### config.mk
export PLATFORM = sky130hd
export DESIGN_NAME = fetch_unit
export DESIGN_NICKNAME = d
export VERILOG_FILES = /design/src/rtl/fetch_unit.sv
export SDC_FILE = /design/constraint.sdc
export NUM_CORES = 1
export LEC_CHECK = 0
export CORE_UTILIZATION = 50
export CTS_BUF_LIST = sky130_fd_sc_hd__clkbuf_2 sky130_fd_sc_hd__clkbuf_4 sky130_fd_sc_hd__clkbuf_8
export DETAILED_ROUTE_END_ITERATION = 7
export MAX_ROUTING_LAYER = met4
export PLACE_DENSITY = 0.87
export SYNTH_ARGS = -nofsm -noshare
export SYNTH_HDL_FRONTEND = slang
export SYNTH_SLANG_ARGS = --single-unit
### constraint.sdc
create_clock -name clk -period 6.14 [get_ports clk]
set_clock_uncertainty 0.15 [all_clocks]
set_input_delay 1.228 -clock clk [delete_from_list [all_inputs] [get_ports clk]]
set_output_delay 1.228 -clock clk [all_outputs]
set_load 0.005 [all_outputs]
### src/rtl/fetch_unit.sv
// Instruction fetch stage: owns the PC, drives the instruction-memory address,
// captures the returned word into IR and hands it to decode.
module fetch_unit #(
  parameter int ADDR_WIDTH  = 16,
  parameter int DATA_WIDTH  = 16,
  parameter int MEM_DEPTH   = 256,
  parameter int RESET_PC    = 0,
  parameter int WAIT_CYCLES = 0
) (
  input  logic                  clk,
  input  logic                  reset,
  input  logic                  fetch_req,
  input  logic                  decode_ack,
  input  logic                  pc_load,
  input  logic [ADDR_WIDTH-1:0] pc_in,
  output logic [ADDR_WIDTH-1:0] imem_addr,
  input  logic [DATA_WIDTH-1:0] imem_data,
  output logic [DATA_WIDTH-1:0] ir,
  output logic                  ir_valid,
  output logic [ADDR_WIDTH-1:0] pc,
  output logic [ADDR_WIDTH-1:0] ir_pc,
  output logic                  busy,
  output logic [15:0]           fetch_count,
  output logic [1:0]            dbg_state
);

  typedef enum logic [1:0] {
    S_IDLE    = 2'd0,
    S_WAIT    = 2'd1,
    S_CAPTURE = 2'd2,
    S_HOLD    = 2'd3
  } state_t;

  localparam logic [3:0]            WAIT_INIT   = 4'((WAIT_CYCLES > 0) ? WAIT_CYCLES - 1 : 0);
  localparam state_t                FETCH_START = (WAIT_CYCLES > 0) ? S_WAIT : S_CAPTURE;
  localparam logic [ADDR_WIDTH-1:0] PC_RST      = ADDR_WIDTH'(RESET_PC);
  localparam logic [ADDR_WIDTH-1:0] PC_LAST     = ADDR_WIDTH'(MEM_DEPTH - 1);

  state_t                state_q, state_d;
  logic [ADDR_WIDTH-1:0] pc_q, pc_d;
  logic [ADDR_WIDTH-1:0] ir_pc_q, ir_pc_d;
  logic [DATA_WIDTH-1:0] ir_q, ir_d;
  logic                  ir_valid_q, ir_valid_d;
  logic                  busy_q, busy_d;
  logic [15:0]           count_q, count_d;
  logic [3:0]            wait_q, wait_d;

  logic [ADDR_WIDTH-1:0] pc_in_mod;
  logic [ADDR_WIDTH-1:0] pc_next;

  // A depth that covers the whole address space needs no reduction.
  if (MEM_DEPTH >= (1 << ADDR_WIDTH)) begin : g_full
    assign pc_in_mod = pc_in;
  end else begin : g_mod
    assign pc_in_mod = pc_in % ADDR_WIDTH'(MEM_DEPTH);
  end

  assign pc_next = (pc_q == PC_LAST) ? '0 : pc_q + ADDR_WIDTH'(1);

  // Handshake: ir_valid high means IR holds an unconsumed instruction; it is
  // consumed on a clock edge where decode_ack is also high. ack with valid low is ignored.
  always_comb begin
    state_d    = state_q;
    pc_d       = pc_q;
    ir_pc_d    = ir_pc_q;
    ir_d       = ir_q;
    ir_valid_d = ir_valid_q;
    count_d    = count_q;
    wait_d     = wait_q;
    case (state_q)
      S_IDLE: begin
        if (pc_load) begin
          pc_d = pc_in_mod;
        end else if (fetch_req) begin
          state_d = FETCH_START;
          wait_d  = WAIT_INIT;
        end
      end
      S_WAIT: begin
        if (wait_q == 4'd0) state_d = S_CAPTURE;
        else                wait_d  = wait_q - 4'd1;
      end
      S_CAPTURE: begin
        ir_d       = imem_data;
        ir_pc_d    = pc_q;
        pc_d       = pc_next;
        ir_valid_d = 1'b1;
        count_d    = count_q + 16'd1;
        state_d    = S_HOLD;
      end
      S_HOLD: begin
        if (pc_load) pc_d = pc_in_mod;
        if (decode_ack) begin
          ir_valid_d = 1'b0;
          if (fetch_req && !pc_load) begin
            state_d = FETCH_START;
            wait_d  = WAIT_INIT;
          end else begin
            state_d = S_IDLE;
          end
        end
      end
      default: state_d = S_IDLE;
    endcase
    busy_d = (state_d == S_WAIT) || (state_d == S_CAPTURE);
  end

  always_ff @(posedge clk) begin
    if (reset) begin
      state_q    <= S_IDLE;
      pc_q       <= PC_RST;
      ir_pc_q    <= '0;
      ir_q       <= '0;
      ir_valid_q <= 1'b0;
      busy_q     <= 1'b0;
      count_q    <= 16'd0;
      wait_q     <= 4'd0;
    end else begin
      state_q    <= state_d;
      pc_q       <= pc_d;
      ir_pc_q    <= ir_pc_d;
      ir_q       <= ir_d;
      ir_valid_q <= ir_valid_d;
      busy_q     <= busy_d;
      count_q    <= count_d;
      wait_q     <= wait_d;
    end
  end

  assign imem_addr   = pc_q;
  assign pc          = pc_q;
  assign ir          = ir_q;
  assign ir_pc       = ir_pc_q;
  assign ir_valid    = ir_valid_q;
  assign busy        = busy_q;
  assign fetch_count = count_q;
  assign dbg_state   = state_q;

endmodule

======== Word level (Yosys, flattened, before mapping) ========
Cells that the tools add are included.
cells by class
  add/sub/neg operators ................... 3
  reductions and logical operators ........ 12
  mux-type cells .......................... 17
  equal/unequal tests ..................... 12
operators with widths
  kind                                               number
  adder 16 x 1 -> 16 bit (second input constant)     2
  two-way mux 16 bit                                 2
  one-hot mux 16 bit (2 select lines)                1
  two-way mux 4 bit                                  5
  == test 16 x 8 -> 1 bit (second input constant)    1
  one-hot mux 4 bit (3 select lines)                 1
  two-way mux 2 bit                                  5
  != test 2 bit (second input constant)              5
  one-hot mux 2 bit (4 select lines)                 1
  == test 2 bit (second input constant)              3
  AND reduction 6 bit                                1
  == test 2 x 1 -> 1 bit (second input constant)     2
  zero test 4 bit                                    1
  AND reduction 2 bit                                2
  nonzero test 2 bit                                 2
  subtractor 4 x 1 -> 4 bit (second input constant)  1
  nonzero test 3 bit                                 1
  zero test 2 bit                                    1
  != test 2 x 1 -> 1 bit (second input constant)     1
  one-hot mux 1 bit (2 select lines)                 1
  OR reduction 2 bit                                 1
  logical AND 1 bit                                  1
  zero test 1 bit                                    1
  logical OR 1 bit                                   1
  two-way mux 1 bit                                  1
storage, ports and cells
  word-level logic and storage cells ...... 52
  bits of input ports ..................... 37
  output and inout bits ................... 84
  register bits ........................... 72

======== Depth between registers and ports, before layout ========
Gate-level depths: netlist of run 1.
  word-level depth ........................ 7
  gate-level depth with buffers ........... 7
  mapped depth without buffers ............ 6

======== Least setup slack after synthesis of run 1 ========
No wires, ideal clock.
  kind .................................... in2reg
  from .................................... in fetch_req
  to ...................................... reg wait_q[2]
  path buffers ............................ 0
  arrival time ............................ 2000 ps
  path slack .............................. 3899 ps
  required time ........................... 5899 ps
  setup time .............................. 91 ps
  stages on the path ...................... 4
  cells stage by stage .................... nor2b_1 -> o21a_1 -> a41oi_1 -> a311oi_1
on the way
  word-level cells in the longest chain between the ends .. 3
  elaborated cells on any way between the ends .. 4
  classes of those cells .................. eq/ne: 2; reduce/logical: 2
ends and longest elaborated chain
  item                               RTL line  source
  start, declared                    12        input logic fetch_req,
  logical AND 1 bit                  95        if (fetch_req && !pc_load) begin
  != test 2 bit (no line)            --
  AND reduction 6 bit (no line) (*)  --
  end signal, assigned               126       wait_q <= wait_d;
  end, declared                      46        logic [3:0] wait_q, wait_d;
Every way passes the cells marked *; elsewhere a longest branch is shown, timed or not.
A chain may end at the register's enable or synchronous reset.

======== Worst setup path after layout of run 1 ========
  from .................................... reg pc_q[4] (netlist: imem_addr[4])
  to ...................................... out pc[4]
RTL lines
  item                    RTL line  source
  start, declared         40        logic [ADDR_WIDTH-1:0] pc_q, pc_d;
  start signal, assigned  120       pc_q <= pc_d;
  end, declared           20        output logic [ADDR_WIDTH-1:0] pc,
No word-level cell between the ends.

==> flow_summary_export.csv, run 1 <==
group,metric,value,unit
outcome,status,"completed",
floorplan,io_pins,121,
synth,ys_ff_latch,72,
setup_path,critPathBufInv,1,
clock_tree,post_cts_buffers,0,
timing,final.min_clock_period,2970,ps
timing,worst_pin_slew,731,ps
grt,grt_usage,23.8,%
route,vias_per_cell,5.55,
timing,hold_slack,338,ps
setup_path,cp_slowest_stage_delay,630,ps
grt,grtUsageMet2,40.1,%
setup_path,endpoint_kind,"output pin",
clock_tree,clockBufferDepth,2,
floorplan,die_width,86.4,microns
clock_tree,cts.clk_slew.worst_paths,80,ps
grt,grt.busiest_layer,"met2",
grt,grt_pass1_vias,3061,
setup_path,crit_family,"flip-flops",
floorplan,core,6830,sq um
synth,yosys_warnings,0,
setup_path,crit_arrival,1590,ps
cells_and_area,utilization,69.6,%
setup_path,critPathKind,"register to output pin",
timing,fmax,337,MHz
timing,hold_viol,0,
clock_tree,h-tree-depth,3,
pwr,finalPower,0.00119,W
timing,finalSetupViolCount,0,
setup_path,critPathMaxFanout,13,
clock_tree,cts_buffers,9,
flow_run,cap_violations,0,
pwr,p_leak,1.70,nW
setup_path,slowest_stage,"dfxtp_1",
cells_and_area,fin_nets,523,
floorplan,row_count,30,
timing,min_period_over_period,48.3,%
pwr,powerDensity,249,nW/um^2
placement,post-dp-hpwl,5790,microns
grt,use_met1,27.4,%
synth,netlist_instances,394,
grt,grt_use_met3,5.43,%
floorplan,die_h,86.4,microns
clock_tree,cts_tree,"built",
cells_and_area,num_antenna_cells,0,
route,vias,3215,
setup_path,start_kind,"register",
placement,dp_slack,3110,ps
grt,grt_max_degree,71,
synth,synth_seq_area_share,40.4,%
pwr,ir_drop,0.165,mV
cells_and_area,syn_to_final_growth,33.5,%
setup_path,worst_ep_required_time,4760,ps
synth,async_flop_share,0,%
route,first_pass_iters,4,
route,drc_errors,0,
hold_path,hold_path_class,"register to register",
clock_tree,clock_sinks,72,
floorplan,start_util,52.2,%
route,drt_first_iter_violations,156,
grt,antenna_found_initial,0,
synth,ys_types,58,
clock_tree,cts.repair.resized,0,
clock_tree,insertion_delay,340,ps
placement,numPortBuffers,112,
timing,worst_slack,3170,ps
cells_and_area,final_layout_size_suffix_gt1_share,6.21,%
clock_tree,clockRootBuffer,"clkbuf_8",
cells_and_area,final_cell_mix,"111 x clkdlybuf4s50_1, 72 x dfxtp_1, 52 x nor2_1",
synth,avgSynthCellArea,9.05,sq um
floorplan,die-area,7470,sq um
route,antenna_left,0,
timing,tns,0,ps
timing,slew_headroom,49.9,%
cells_and_area,fillers,544,
synth,syn-cell-area,3560,sq um
synth,synth-edff-count,0,
cells_and_area,final_common_cell,"clkdlybuf4s50_1",
synth,yosys_most_used_dff,"dfxtp_1",
timing,grt_setup_unrepaired,"no",
route,totalWireLength,8500,microns
placement,place_congestion,0.904,
route,avgRoutedWirePerCell,14.7,microns
clock_tree,cts_hold_buf,0,
grt,grt_pass1_wl,13600,microns
timing,drv_slew,0,
synth,synth_fp_nets,439,
setup_path,cp_cell_sequence,"clkdlybuf4s50_1",
grt,overflow,0,
[metrics by stage]
| step | cell area [sq um] | cells |
|---|---|---|
| after floorplan | 3560 | 394 |
| after global placement | 4570 | 563 |
| after detailed placement | 4570 | 563 |
| after CTS | 4760 | 579 |
| after global routing | 4760 | 579 |
| final | 4760 | 579 |
[flip-flops by register name (all words and copies together), names as in the netlist]
name / flops
fetch_count: 16
imem_addr: 16
ir: 16
ir_pc: 16
wait_q: 4
dbg_state: 2
busy: 1
ir_valid: 1
[metal layers]
layer / share of wire [%] / wire length (microns)
met4: 1.2 / 99
met3: 5.2 / 438
met2: 49 / 4210
met1: 44 / 3760
met5: 0 / 0
[cells in the mapped netlist (3+ instances only)]
library cell | number | area share [%]
nor2b_1 | 9 | 1.6
a31oi_1 | 4 | 0.70
and3_1 | 7 | 1.2
or3_1 | 5 | 0.88
a311oi_1 | 4 | 0.98
nand2b_1 | 4 | 0.70
xor2_1 | 7 | 1.7
inv_1 | 8 | 0.84
mux2i_1 | 36 | 10
nand4_1 | 9 | 1.6
dfxtp_1 | 72 | 40
nor3_1 | 7 | 0.98
a211oi_1 | 8 | 1.7
ha_1 | 8 | 2.8
a41oi_1 | 3 | 0.74
nand2_1 | 15 | 1.6
nand3_1 | 18 | 2.5
a21o_1 | 4 | 0.84
a221oi_1 | 3 | 0.74
o21ai_0 | 8 | 1.1
a21oi_1 | 16 | 2.2
nor2_1 | 52 | 5.5
buf_2 | 11 | 1.5
and4_1 | 4 | 0.98
clkbuf_1 | 5 | 0.53
xnor2_1 | 3 | 0.74
buf_4 | 18 | 3.8
buf_1 | 5 | 0.53
nor4_1 | 4 | 0.70
[logic make-up (layout without fill, tap and decap cells)]
kind of cell / count (synthesis) / count (layout) / share of synthesized area [%]
and+or+nand+nor: 152 / 152 / 23.1
xor gates and xnor gates: 10 / 10 / 2.46
muxes: 38 / 38 / 10.7
AOI/OAI and AO/OA: 65 / 65 / 12.8
buffers and inverters: 49 / 138 / 7.69
adders and majority gates: 8 / 8 / 2.81
DFF: 72 / 72 / 40.4
[final timing paths]
kind                             start                         end  slack (ps)  cells past startpoint
max          imem_addr[4]$_SDFFE_PP0P_                       pc[4]        3170                      1
min             wait_q[0]$_SDFFE_PP0P_      wait_q[0]$_SDFFE_PP0P_         340                      2
max reg2reg    dbg_state[1]$_SDFF_PP0_  imem_addr[15]$_SDFFE_PP0P_        3360                      6
min reg2reg     wait_q[0]$_SDFFE_PP0P_      wait_q[0]$_SDFFE_PP0P_         340                      2
[final cells by class]
class | count | area, sq um | share of cell area (%)
flip-flops and latches | 72 | 1440 | 30.3
repair buffers | 114 | 1130 | 23.8
inverters | 8 | 30.0 | 0.631
clock buffers | 10 | 138 | 2.89
multi-input cells | 273 | 1850 | 38.9
clock inverters | 6 | 45.0 | 0.947
well taps | 96 | 120 | 2.52
[power by group]
group	internal, W	switching [W]	total, W
clock network	0.000158	0.000185	0.000343
logic	0.000164	0.000139	0.000303
registers	0.000500	0.0000403	0.000540
total	0.000822	0.000364	0.00119
Note: power is estimated with default switching activity, not from simulation.
==> run 2: changes to the inputs <==
--- a/config.mk
+++ b/config.mk
@@ -5,11 +5,11 @@
 export SDC_FILE = /design/constraint.sdc
 export NUM_CORES = 1
 export LEC_CHECK = 0
-export CORE_UTILIZATION = 50
+export CORE_UTILIZATION = 43
 export CTS_BUF_LIST = sky130_fd_sc_hd__clkbuf_2 sky130_fd_sc_hd__clkbuf_4 sky130_fd_sc_hd__clkbuf_8
 export DETAILED_ROUTE_END_ITERATION = 7
 export MAX_ROUTING_LAYER = met4
-export PLACE_DENSITY = 0.87
+export PLACE_DENSITY = 0.79
 export SYNTH_ARGS = -nofsm -noshare
 export SYNTH_HDL_FRONTEND = slang
 export SYNTH_SLANG_ARGS = --single-unit
==> constraint.sdc (replaced) <==
create_clock -name clk -period 2.5 [get_ports clk]
set_clock_uncertainty 0.15 [all_clocks]
set_input_delay 0.5 -clock clk [delete_from_list [all_inputs] [get_ports clk]]
set_output_delay 0.5 -clock clk [all_outputs]
set_load 0.005 [all_outputs]
==> run 2 against run 1 <==
Effect of this change:
- global-route usage shrank 1.9 points
- sequential power grew 140%
- non-clock buffer count grew 12
- core utilization shrank 7.8 points
- critical path depth grew 5
- clock power grew to 2.6 times the previous value
- design area grew 2.5%
- largest cell class unchanged
- sequential share of layout area shrank 0.74 points
- setup slack lost 3000 ps
- wire length grew 2.8%
==> flow_summary_export.csv, run 2 (synthesis gave the netlist of run 1 again) <==
group,metric,value,unit
outcome,status,"completed",
floorplan,core,7890,sq um
placement,numPortBuffers,112,
timing,hold_viol,0,
route,drt_first_iter_violations,117,
route,first_pass_iters,5,
timing,worst_pin_slew,543,ps
route,dr_wl_met2,4310,microns
setup_path,crit_arrival,2370,ps
cells_and_area,fin_nets,535,
setup_path,critPathMaxFanout,11,
route,vias_per_cell,5.46,
timing,drv_slew,0,
grt,overflow,0,
route,totalWireLength,8740,microns
setup_path,start_kind,"register",
route,wl_met1,3740,microns
pwr,p_leak,1.78,nW
cells_and_area,seq_area,1440,sq um
route,vias,3262,
flow_run,cap_violations,0,
grt,grt_usage,21.9,%
grt,grt_pass1_wl,14800,microns
timing,worst_slack,192,ps
route,drc_errors,0,
grt,grt_max_degree,44,
clock_tree,post_cts_buffers,0,
placement,post-dp-hpwl,6370,microns
route,antenna_left,0,
clock_tree,cts.clk_slew.worst_paths,70,ps
timing,hold_slack,320,ps
cells_and_area,fillers,677,
clock_tree,cts.repair.resized,0,
cells_and_area,final_layout_size_suffix_gt1_share,8.48,%
cells_and_area,num_antenna_cells,0,
route,avgRoutedWirePerCell,14.6,microns
clock_tree,insertion_delay,330,ps
clock_tree,cts_hold_buf,0,
timing,tns,0,ps
placement,dp_slack,199,ps
pwr,ir_drop,0.471,mV
clock_tree,clockBufferDepth,2,
timing,final.min_clock_period,2310,ps
timing,finalSetupViolCount,0,
setup_path,endpoint_kind,"register",
route,top_layer,"met4",
floorplan,die-area,8660,sq um
setup_path,critPathKind,"register to register",
clock_tree,cts_tree,"built",
timing,fmax,433,MHz
timing,slew_headroom,63.4,%
pwr,powerDensity,620,nW/um^2
clock_tree,clock_sinks,72,
timing,grt_setup_unrepaired,"no",
timing,min_period_over_period,92.3,%
cells_and_area,final_cell_mix,"111 x clkdlybuf4s50_1, 72 x dfxtp_1, 52 x nor2_1",
route,met3_length,549,microns
hold_path,hold_path_class,"register to register",
cells_and_area,syn_to_final_growth,36.8,%
floorplan,start_util,45.2,%
cells_and_area,multi_input_area,1850,sq um
grt,antenna_found_initial,0,
floorplan,die_width,93.1,microns
setup_path,worst_ep_required_time,2560,ps
clock_tree,h-tree-depth,3,
floorplan,io_pins,121,
clock_tree,cts_buffers,9,
floorplan,row_count,32,
floorplan,die_h,93.1,microns
placement,place_congestion,0.882,
clock_tree,clockRootBuffer,"clkbuf_8",
cells_and_area,final_common_cell,"clkdlybuf4s50_1",
grt,grt_pass1_vias,3208,
## run 2: path summary, 6_finish.rpt
| kind | start | end | slack (ps) | cells after the start |
|---|---|---|---|---|
| setup / recovery | dbg_state[0]$_SDFF_PP0_ | imem_addr[5]$_SDFFE_PP0P_ | 190 | 6 |
| hold / removal | wait_q[0]$_SDFFE_PP0P_ | wait_q[0]$_SDFFE_PP0P_ | 320 | 2 |
| setup reg to reg | dbg_state[0]$_SDFF_PP0_ | imem_addr[5]$_SDFFE_PP0P_ | 190 | 6 |
| hold reg to reg | wait_q[0]$_SDFFE_PP0P_ | wait_q[0]$_SDFFE_PP0P_ | 320 | 2 |
## run 2: routing by layer
layer / GRT usage [%] / up-vias
li1: - / 1598
met1: 25.9 / 1536
met2: 35.9 / 116
met3: 4.15 / 12
met4: 10.1 / 0
met5: - / -
## run 2: per-stage QoR
stage | power [W] | utilization [%] | instance area, sq um | cells
after floorplan | 0.00179 | - | 3560 | 394
after global placement | 0.00213 | 59.4 | 4680 | 581
after detailed placement | 0.00216 | 59.4 | 4680 | 581
after CTS | 0.00306 | 61.8 | 4880 | 597
after global routing | 0.00319 | 61.8 | 4880 | 597
final | 0.00303 | 61.8 | 4880 | 597
## run 2: cell type report
type	instances	share of cell area, %
tap	102	2.62
timing repair buffer	126	25.3
multi-input combinational	273	38.0
clock inverter	4	0.924
inverter	8	0.616
sequential	72	29.6
clock buffer	12	3.00
## run 2: worst max-delay path: stages (launching register included)
cell and delay [ps]:
dfxtp_1 460, inv_1 100, ha_1 530, mux2_2 480, and4_2 250, o21ai_1 120, a31oi_1 90
## run 2: where the power goes
part           internal [W]  total [W]  leakage, nW  switching [W]
sequential          0.00123    0.00130        0.585      0.0000742
combinational      0.000451   0.000830         1.09       0.000379
clock              0.000490   0.000893        0.104       0.000403
==> run 3: changes to the inputs <==
--- a/config.mk
+++ b/config.mk
@@ -10,6 +10,7 @@
 export DETAILED_ROUTE_END_ITERATION = 7
 export MAX_ROUTING_LAYER = met4
 export PLACE_DENSITY = 0.79
+export SKIP_LAST_GASP = 1
 export SYNTH_ARGS = -nofsm -noshare
 export SYNTH_HDL_FRONTEND = slang
 export SYNTH_SLANG_ARGS = --single-unit
==> results of run 3 <==
Final layout, timing and power as in run 2 (identical DEF).
